==> config.mk <==
export PLATFORM = sky130hd
export DESIGN_NAME = bus_ctrl_gen_flat
export DESIGN_NICKNAME = d
export VERILOG_FILES = /design/src/rtl/bus_ctrl_gen_if.sv /design/src/rtl/bus_ctrl_gen.sv /design/src/flat_wrapper.sv
export SDC_FILE = /design/constraint.sdc
export NUM_CORES = 1
export LEC_CHECK = 0
export CAP_MARGIN = 20
export CORE_MARGIN = 8
export CORE_UTILIZATION = 50
export CTS_BUF_LIST = sky130_fd_sc_hd__clkbuf_8 sky130_fd_sc_hd__clkbuf_16
export DETAILED_ROUTE_END_ITERATION = 10
export GPL_ROUTABILITY_DRIVEN = 0
export HOLD_SLACK_MARGIN = 0.08
export PLACE_DENSITY = 0.88
export SLEW_MARGIN = 0
export SYNTH_ARGS = -nofsm -noshare
export SYNTH_HDL_FRONTEND = slang
export SYNTH_SLANG_ARGS = --single-unit
==> constraint.sdc <==
create_clock -name clk -period 1.9 [get_ports clk]
set_input_delay 0.38 -clock clk [delete_from_list [all_inputs] [get_ports clk]]
set_output_delay 0.38 -clock clk [all_outputs]
set_load 0.01 [all_outputs]
==> src/rtl/bus_ctrl_gen_if.sv <==
// Status, handshake and command-strobe bundle between the CPU side and the
// bus controller. The controller takes the master modport.
interface bus_ctrl_gen_if;
    logic [2:0] s_n;
    logic       aen_n;
    logic       cen;
    logic       rdy;
    logic       mrdc_n;
    logic       mwtc_n;
    logic       amwc_n;
    logic       iorc_n;
    logic       iowc_n;
    logic       aiowc_n;
    logic       inta_n;
    logic       dtr;
    logic       den;
    logic       mce;
    logic       ale;
    logic       busy;
    logic       timeout;

    modport master (
        input  s_n, aen_n, cen, rdy,
        output mrdc_n, mwtc_n, amwc_n, iorc_n, iowc_n, aiowc_n, inta_n,
        output dtr, den, mce, ale, busy, timeout
    );

    modport slave (
        output s_n, aen_n, cen, rdy,
        input  mrdc_n, mwtc_n, amwc_n, iorc_n, iowc_n, aiowc_n, inta_n,
        input  dtr, den, mce, ale, busy, timeout
    );
endinterface

==> src/rtl/bus_ctrl_gen.sv <==
// 8288-class bus controller: decodes CPU status into command strobes with a
// programmable command width, READY wait states and an optional wait timeout.
//
// state | meaning
// IDLE  | no bus cycle; waiting for an active status (and aen_n in system-bus mode)
// T1    | address phase, ale high, command latched
// T2    | command width stretch, cmd counter counts down to zero
// T3    | first READY sample
// TW    | wait state, wait counter runs until READY or timeout
// T4    | command release, back to IDLE
module bus_ctrl_gen #(
    parameter int unsigned CMD_MIN  = 1,
    parameter int unsigned TIMEOUT  = 15,
    parameter int unsigned IOB_MODE = 0
) (
    input  logic           clk,
    input  logic           rst_n,
    bus_ctrl_gen_if.master bus
);

    localparam int WAIT_W = (TIMEOUT > 1) ? $clog2(TIMEOUT + 1) : 1;
    localparam logic [3:0] CMD_LOAD = 4'(CMD_MIN - 1);
    localparam logic [WAIT_W-1:0] WAIT_LAST = WAIT_W'((TIMEOUT != 0) ? TIMEOUT - 1 : 0);

    typedef enum logic [2:0] {
        ST_IDLE,
        ST_T1,
        ST_T2,
        ST_T3,
        ST_TW,
        ST_T4
    } state_t;

    typedef enum logic [2:0] {
        CMD_NONE,
        CMD_INTA,
        CMD_IORD,
        CMD_IOWR,
        CMD_MRD,
        CMD_MWR
    } cmd_t;

    state_t            state, state_d;
    cmd_t              cmd_q, cmd_d;
    logic [3:0]        cmd_cnt, cmd_cnt_d;
    logic [WAIT_W-1:0] wait_cnt, wait_cnt_d;
    logic              timeout_q, timeout_d;
    logic              start_ok;

    function automatic cmd_t cmd_decode(input logic [2:0] s);
        case (s)
            3'b000:         cmd_decode = CMD_INTA;
            3'b001:         cmd_decode = CMD_IORD;
            3'b010:         cmd_decode = CMD_IOWR;
            3'b100, 3'b101: cmd_decode = CMD_MRD;
            3'b110:         cmd_decode = CMD_MWR;
            default:        cmd_decode = CMD_NONE;
        endcase
    endfunction

    assign start_ok = (bus.s_n != 3'b011) && (bus.s_n != 3'b111) &&
                      ((IOB_MODE != 0) || !bus.aen_n);

    always_ff @(posedge clk or negedge rst_n) begin
        if (!rst_n) begin
            state     <= ST_IDLE;
            cmd_q     <= CMD_NONE;
            cmd_cnt   <= '0;
            wait_cnt  <= '0;
            timeout_q <= 1'b0;
        end else begin
            state     <= state_d;
            cmd_q     <= cmd_d;
            cmd_cnt   <= cmd_cnt_d;
            wait_cnt  <= wait_cnt_d;
            timeout_q <= timeout_d;
        end
    end

    always_comb begin
        state_d    = state;
        cmd_d      = cmd_q;
        cmd_cnt_d  = cmd_cnt;
        wait_cnt_d = wait_cnt;
        timeout_d  = 1'b0;
        case (state)
            ST_IDLE: begin
                if (start_ok) begin
                    cmd_d   = cmd_decode(bus.s_n);
                    state_d = ST_T1;
                end
            end
            ST_T1: begin
                cmd_cnt_d = CMD_LOAD;
                state_d   = ST_T2;
            end
            ST_T2: begin
                if (cmd_cnt != 4'd0) begin
                    cmd_cnt_d = cmd_cnt - 4'd1;
                end else begin
                    state_d = ST_T3;
                end
            end
            ST_T3: begin
                if (bus.rdy) begin
                    state_d = ST_T4;
                end else begin
                    wait_cnt_d = '0;
                    state_d    = ST_TW;
                end
            end
            ST_TW: begin
                // Saturating so a disabled timeout can wait indefinitely.
                if (wait_cnt != '1) begin
                    wait_cnt_d = wait_cnt + 1'b1;
                end
                if (bus.rdy) begin
                    state_d = ST_T4;
                end else if ((TIMEOUT != 0) && (wait_cnt == WAIT_LAST)) begin
                    state_d   = ST_T4;
                    timeout_d = 1'b1;
                end
            end
            ST_T4: begin
                cmd_d   = CMD_NONE;
                state_d = ST_IDLE;
            end
            default: begin
                cmd_d   = CMD_NONE;
                state_d = ST_IDLE;
            end
        endcase
    end

    logic in_t2_tw, in_t3_tw, rd_cyc, wr_cyc, inta_cyc;

    assign in_t2_tw = (state == ST_T2) || (state == ST_T3) || (state == ST_TW);
    assign in_t3_tw = (state == ST_T3) || (state == ST_TW);
    assign inta_cyc = (cmd_q == CMD_INTA);
    assign rd_cyc   = (cmd_q == CMD_MRD) || (cmd_q == CMD_IORD) || inta_cyc;
    assign wr_cyc   = (cmd_q == CMD_MWR) || (cmd_q == CMD_IOWR);

    // Outputs decode only from registered state so s_n cannot glitch them.
    always_comb begin
        bus.mrdc_n  = 1'b1;
        bus.mwtc_n  = 1'b1;
        bus.amwc_n  = 1'b1;
        bus.iorc_n  = 1'b1;
        bus.iowc_n  = 1'b1;
        bus.aiowc_n = 1'b1;
        bus.inta_n  = 1'b1;
        bus.dtr     = 1'b1;
        bus.den     = 1'b0;
        bus.mce     = 1'b0;
        bus.ale     = 1'b0;
        if (bus.cen) begin
            bus.mrdc_n  = !((cmd_q == CMD_MRD)  && in_t2_tw);
            bus.iorc_n  = !((cmd_q == CMD_IORD) && in_t2_tw);
            bus.inta_n  = !(inta_cyc && in_t2_tw);
            bus.amwc_n  = !((cmd_q == CMD_MWR)  && in_t2_tw);
            bus.aiowc_n = !((cmd_q == CMD_IOWR) && in_t2_tw);
            bus.mwtc_n  = !((cmd_q == CMD_MWR)  && in_t3_tw);
            bus.iowc_n  = !((cmd_q == CMD_IOWR) && in_t3_tw);
            bus.dtr     = !(rd_cyc && (state != ST_IDLE));
            bus.den     = (rd_cyc && in_t2_tw) ||
                          (wr_cyc && ((state == ST_T1) || in_t2_tw));
            bus.mce     = inta_cyc && (state == ST_T1) && (IOB_MODE == 0);
            bus.ale     = (state == ST_T1);
        end
    end

    assign bus.busy    = (state != ST_IDLE);
    assign bus.timeout = timeout_q;

endmodule

==> src/flat_wrapper.sv <==
// flat-port wrapper written by rule: the top's interface ports become plain ports
module bus_ctrl_gen_flat 
#(
    parameter int unsigned CMD_MIN  = 1,
    parameter int unsigned TIMEOUT  = 15,
    parameter int unsigned IOB_MODE = 0
)
  (clk, rst_n, bus_s_n, bus_aen_n, bus_cen, bus_rdy, bus_mrdc_n, bus_mwtc_n, bus_amwc_n, bus_iorc_n, bus_iowc_n, bus_aiowc_n, bus_inta_n, bus_dtr, bus_den, bus_mce, bus_ale, bus_busy, bus_timeout);
  bus_ctrl_gen_if bus_i ();
  input  logic clk;
  input  logic rst_n;
  input wire logic [$bits(bus_i.s_n)-1:0] bus_s_n;
  input wire logic [$bits(bus_i.aen_n)-1:0] bus_aen_n;
  input wire logic [$bits(bus_i.cen)-1:0] bus_cen;
  input wire logic [$bits(bus_i.rdy)-1:0] bus_rdy;
  output wire logic [$bits(bus_i.mrdc_n)-1:0] bus_mrdc_n;
  output wire logic [$bits(bus_i.mwtc_n)-1:0] bus_mwtc_n;
  output wire logic [$bits(bus_i.amwc_n)-1:0] bus_amwc_n;
  output wire logic [$bits(bus_i.iorc_n)-1:0] bus_iorc_n;
  output wire logic [$bits(bus_i.iowc_n)-1:0] bus_iowc_n;
  output wire logic [$bits(bus_i.aiowc_n)-1:0] bus_aiowc_n;
  output wire logic [$bits(bus_i.inta_n)-1:0] bus_inta_n;
  output wire logic [$bits(bus_i.dtr)-1:0] bus_dtr;
  output wire logic [$bits(bus_i.den)-1:0] bus_den;
  output wire logic [$bits(bus_i.mce)-1:0] bus_mce;
  output wire logic [$bits(bus_i.ale)-1:0] bus_ale;
  output wire logic [$bits(bus_i.busy)-1:0] bus_busy;
  output wire logic [$bits(bus_i.timeout)-1:0] bus_timeout;
  assign bus_i.s_n = bus_s_n;
  assign bus_i.aen_n = bus_aen_n;
  assign bus_i.cen = bus_cen;
  assign bus_i.rdy = bus_rdy;
  assign bus_mrdc_n = bus_i.mrdc_n;
  assign bus_mwtc_n = bus_i.mwtc_n;
  assign bus_amwc_n = bus_i.amwc_n;
  assign bus_iorc_n = bus_i.iorc_n;
  assign bus_iowc_n = bus_i.iowc_n;
  assign bus_aiowc_n = bus_i.aiowc_n;
  assign bus_inta_n = bus_i.inta_n;
  assign bus_dtr = bus_i.dtr;
  assign bus_den = bus_i.den;
  assign bus_mce = bus_i.mce;
  assign bus_ale = bus_i.ale;
  assign bus_busy = bus_i.busy;
  assign bus_timeout = bus_i.timeout;
  bus_ctrl_gen #(.CMD_MIN(CMD_MIN), .TIMEOUT(TIMEOUT), .IOB_MODE(IOB_MODE)) u_core (.clk(clk), .rst_n(rst_n), .bus(bus_i));
endmodule
**Word-level counts from Yosys, hierarchy flattened**

Cells that the tools add are included.
W data, S select, Z words.

- Flip-flop bits (word level): 15
- Bits of input ports: 8
- Output and inout bits: 13
- Word-level logic and storage cells: 102

- Add/sub/neg operators: 2
- Eq/ne operators: 24
- Mux-type cells: 28
- Bitwise gates (word level): 1
- Reductions and logical operators: 42

Operators by type and width:

| cell | count |
|---|---|
| $pmux W3 S5 | 2 |
| $eq A3 B3 Y1 const B | 6 |
| $pmux W4 S2 | 2 |
| $eq A3 B2 Y1 const B | 5 |
| $mux W1 | 15 |
| $mux W3 | 5 |
| $logic_and A1 B1 Y1 | 13 |
| $mux W4 | 3 |
| $eq A3 B1 Y1 const B | 3 |
| $logic_not A1 Y1 | 9 |
| $logic_or A1 B1 Y1 | 8 |
| $logic_not A3 Y1 | 2 |
| $ne A2 B1 Y1 const B | 3 |
| $ne A3 B2 Y1 const B | 2 |
| $pmux W3 S2 | 1 |
| $reduce_and A3 Y1 | 2 |
| $add A4 B1 Y4 const B | 1 |
| $eq A4 B4 Y1 const B | 1 |
| $ne A2 B2 Y1 const B | 2 |
| $ne A4 B4 Y1 const B | 1 |
| $reduce_and A2 Y1 | 2 |
| $reduce_bool A2 Y1 | 2 |
| $reduce_bool A4 Y1 | 1 |
| $reduce_or A4 Y1 | 1 |
| 5 further kinds | 5 |

**Logic depth before layout (Yosys ltp)**

- Word-level depth: 7
- Mapped depth: 5
- Mapped depth without buffers: 5

**Least setup slack after synthesis**

No wires, ideal clock.

- Kind: reg2out
- Start point: register u_core.state[0]
- End point: output bus_amwc_n
- Arrival time: 1.185 ns
- Data required time: 1.520 ns
- Path slack: 0.335 ns
- Cell stages (with the launch flop): 6
- Buffers on the path: 2
- Cell sequence: dfrtp_1 -> buf_6 -> nor3b_2 -> buf_6 -> o21a_4 -> nand3_1

- Longest elaborated chain between the ends: 6
- Elaborated cells on any way between the ends: 8
- Classes of those cells: 3 x eq/ne; 1 x mux; 4 x reduce/logical

RTL lines:

| item | RTL line | source |
|---|---|---|
| start: declaration | bus_ctrl_gen.sv:43 | `state_t state, state_d;` |
| start signal: assignment | bus_ctrl_gen.sv:72 | `state <= state_d;` |
| $eq A3 B2 Y1 | bus_ctrl_gen.sv:137 | `assign in_t2_tw = (state == ST_T2) \|\| (state == ST_T3) \|\| (state == ST_TW);` |
| $logic_or A1 B1 Y1 | bus_ctrl_gen.sv:137 |  |
| $logic_or A1 B1 Y1 (*) | bus_ctrl_gen.sv:137 |  |
| $logic_and A1 B1 Y1 (*) | bus_ctrl_gen.sv:160 | `bus.amwc_n = !((cmd_q == CMD_MWR) && in_t2_tw);` |
| $logic_not A1 Y1 (*) | bus_ctrl_gen.sv:160 |  |
| $mux W1 (*) | bus_ctrl_gen.sv:156 | `if (bus.cen) begin` |
| end: declaration | flat_wrapper.sv:18 | `output wire logic [$bits(bus_i.amwc_n)-1:0] bus_amwc_n;` |

Mark *: on every way between the ends. The rest lies on a longest branch, timed or not.

**Worst setup path in the final report**

- Start point: register u_core.state[0]
- End point: output bus_den

- Longest elaborated chain between the ends: 7
- Elaborated cells on any way between the ends: 11
- Classes of those cells: 4 x eq/ne; 1 x mux; 6 x reduce/logical

RTL lines:

| item | RTL line | source |
|---|---|---|
| $eq A3 B2 Y1 | bus_ctrl_gen.sv:137 |  |
| $logic_or A1 B1 Y1 (2 in series) | bus_ctrl_gen.sv:137 |  |
| $logic_or A1 B1 Y1 | bus_ctrl_gen.sv:166 | `(wr_cyc && ((state == ST_T1) \|\| in_t2_tw));` |
| $logic_and A1 B1 Y1 | bus_ctrl_gen.sv:166 |  |
| $logic_or A1 B1 Y1 (*) | bus_ctrl_gen.sv:165 | `bus.den = (rd_cyc && in_t2_tw) \|\|` |
| $mux W1 (*) | bus_ctrl_gen.sv:156 |  |
| end: declaration | flat_wrapper.sv:24 | `output wire logic [$bits(bus_i.den)-1:0] bus_den;` |

Marked as above.

==> summary by stage <==
Drt
In this run the remaining antenna-violating nets after routing total 0. The sum of met2 wire segment lengths after detailed routing is 1530 um. The length of the first detailed-routing pass in iterations is 4. The via density per instance is 5.57. The detailed router finished its first iteration with 42 violations. In the final routed layout, each cell accounts on average for 15.3 um. The number of remaining DRC errors is 0. In the detailed route, the total length drawn on met3 is 90 um. Signal routing reaches up to met4. The total wire length is 2930 um. The total routed wire length on the met1 layer is 1260 um.

For this block, the via count after detailed routing is 1,064.

Global route
The total track usage is 14.5%. The first global-routing pass estimated 4830 um of wire. The number of antenna violations at the first check in global routing was 0.

The overall overflow remaining after global route is 0. The number of global-route vias before repair is 1,070. Entering global routing, the biggest net connects 16 pins.

STA
Between clock sinks in the finished design, the worst skew comes to 0.00115 ns. Setup repair after global routing left no endpoint under its margin. The final number of max-transition violations is 0. The post-route minimum period is 1.86 ns.

The hold violation total from the final report is 0. Adding up every negative setup slack in the final design gives 0 ns. Based on the critical path, the design can be clocked at up to 539 MHz. The final critical path takes up 97.7% of the cycle. The count of endpoints failing setup in the final report is 0. In the post-route analysis, the smallest setup slack over all paths is 0.0436 ns.

The relative slew slack is 73.9%. At the pin with the least slew margin, the transition time is 0.387 ns.

Critical path
The type of the worst setup path is register to primary output. The nature of the critical path endpoint is a primary output. STA classifies the critical path startpoint as a register.

Setup slack on the worst reg-to-reg path comes out at 0.06 ns. STA puts the critical path data arrival time at 1.48 ns. Along the worst path, the maximum fanout reaches 3.

The critical path required time is 1.52 ns.

Worst hold path
In this run the worst hold path is classified as input port to async pin.

Floorplanning
21 I/O pins were placed. The area of the core is 2170 sq um. For this configuration, the core starts out at a cell density of 52.0%. The die footprint is 4030 sq um. The die height is 63.5 um.

The total number of placement rows is 17. In this run the horizontal extent of the chip is 63.5 um.

Cells and area
The post-route netlist has 37.4% of its cells at a drive strength greater than 1. The synthesis-to-finish area growth is 37.1%. The net count of the finished layout is 176. The post-route standard cell area excluding fillers is 1550 sq um. The number of antenna repair diodes is 0. Cells fill 71.3% of the core in the end. Excluding fillers, the count of instances in the completed layout stands at 191.

Yosys
The cell type contributing the most total cell area after synthesis is dfrtp_1. The synthesis warning total is 0. The post-synthesis sequential area ratio is 33.3%.

In the post-synthesis netlist, the biggest area contributors are dfrtp_1 (33%), ha_1 (4.4%), buf_6 (3.0%). The most used flip-flop cell after synthesis is dfrtp_1. The cell area after synthesis is 1130 sq um. Ranked by instance count, the synthesized netlist is headed by dfrtp_1 (15), inv_1 (8), nand2_1 (8). A synthesized cell averages 9.48 sq um. The count of flip-flops with a built-in enable after synthesis is 0. Among all cell types in the netlist, the one instantiated most often is dfrtp_1. The synthesized netlist contains 47 unique library cells. The post-synthesis sequential element count is 15. After synthesis, the share of flip-flops with an asynchronous set or reset is 100%. Synthesis handed over a netlist of 119 instances. The post-synthesis net count is 131. The share of the synthesized area in the top cell type is 33.3%.

Clocking
The clock input transition at the sequential cells of the worst setup and hold paths is 0.06 ns. The TritonCTS clock tree is built. The TritonCTS buffer count is 3. The deepest clock path buffer count is 2.

The total clock sinks is 15. The master cell of the clock root buffer is clkbuf_8. The number of levels in the clock H-tree is 1.

For the worst-skew pair, the clock arrives at the later sink with an insertion delay of 0.25 ns.

Placement
The worst slack after detailed placement is -0.289 ns. In this run the cell area measured after placement is 1460 sq um. Detailed placement ended at an HPWL of 2100 um.

The cell count after placement is 179. During placement, the flow inserted port buffers numbering 20.

Outcome
The run finished with clean final reports.

Pwr
For this design the ratio of total power to cell area is 1230 nW/um^2. VDD sags by at most 0.930 mV. The leakage dissipation is 0.000730 uW.

Flow run
Max-cap violations in this run came to 0.
-- what timing repair did --
action / 4_1_cts / 5_1_grt
gates resized for setup: 28 / 19
pin swaps: 1 / 3
setup buffers: 8 / 1
setup endpoints to repair: 12 / 10
hold buffers: 0 / 0
hold endpoints to repair: 0 / 0
-- per-layer routing --
| layer | global-route usage [%] | up-vias |
|---|---|---|
| met5 | 0 | - |
| met4 | 6.96 | 0 |
| met3 | 3.18 | 6 |
| met2 | 25.9 | 20 |
| met1 | 15.9 | 520 |
| li1 | - | 518 |
-- sequential cells by signal, indices dropped and copies added, names as in the netlist --
signal / cells
u_core.cmd_q: 3
u_core.state: 3
u_core.bus.timeout: 1
u_core.wait_cnt: 4
u_core.cmd_cnt: 4
-- power by group --
group | internal, uW | leakage, uW | total, uW | switching [uW]
clock network | 143 | 0.0000269 | 253 | 110
registers | 409 | 0.000196 | 541 | 132
logic | 601 | 0.000506 | 1100 | 503
-- stage by stage --
stage          hold WS (ns)  total power (uW)
2_1_floorplan        0.0844              1150
3_3_place_gp          0.518              1470
3_5_place_dp          0.537              1510
4_1_cts               0.452              1860
5_1_grt               0.472              2030
6_report              0.449              1900
-- worst max-delay path: stages (launching register included) --
cell	delay (ns)
dfrtp_2	0.44
nor3b_4	0.28
buf_4	0.18
buf_6	0.09
o211a_1	0.14
buf_6	0.10
-- path summary, 6_finish.rpt --
path,depth (start not counted),to,from
min in group clk,1,u_core.wait_cnt[0]$_DFFE_PN0P_,u_core.wait_cnt[0]$_DFFE_PN0P_
max in group asynchronous,2,u_core.cmd_q[1]$_DFFE_PN0P_,rst_n
max,5,bus_den,u_core.state[0]$_DFFE_PN0P_
min,2,u_core.cmd_cnt[2]$_DFFE_PN0P_,rst_n
min reg2reg,1,u_core.wait_cnt[0]$_DFFE_PN0P_,u_core.wait_cnt[0]$_DFFE_PN0P_
max reg2reg,7,u_core.state[0]$_DFFE_PN0P_,u_core.state[2]$_DFFE_PN0P_
-- placed cells by master, fill, tap and decap left out, types with 5 or more instances in the layout --
master and count:
a21oi_1 5, buf_4 26, clkbuf_2 6, clkdlybuf4s50_1 7
dfrtp_1 11, inv_1 8, nand2_1 8, nand3_1 6
o21ai_0 5
-- kinds of logic after synthesis --
group,Yosys count,share of synthesized area [%]
compound gates,33,22.6
xor+xnor,3,2.33
fa+ha+maj,4,4.43
buf+inv,16,7.65
flops,15,33.3
mux,5,4.77
simple gates,43,24.9
-- cell type report --
type | count | area (sq um)
well taps | 28 | 35.0
clock buffers | 3 | 41.3
clock inverters | 1 | 3.75
fillers | 174 | 622
repair buffers | 48 | 377
inverters | 8 | 30.0
multi-input cells | 88 | 681
flip-flops and latches | 15 | 380
(Power assumes the default switching activity.)
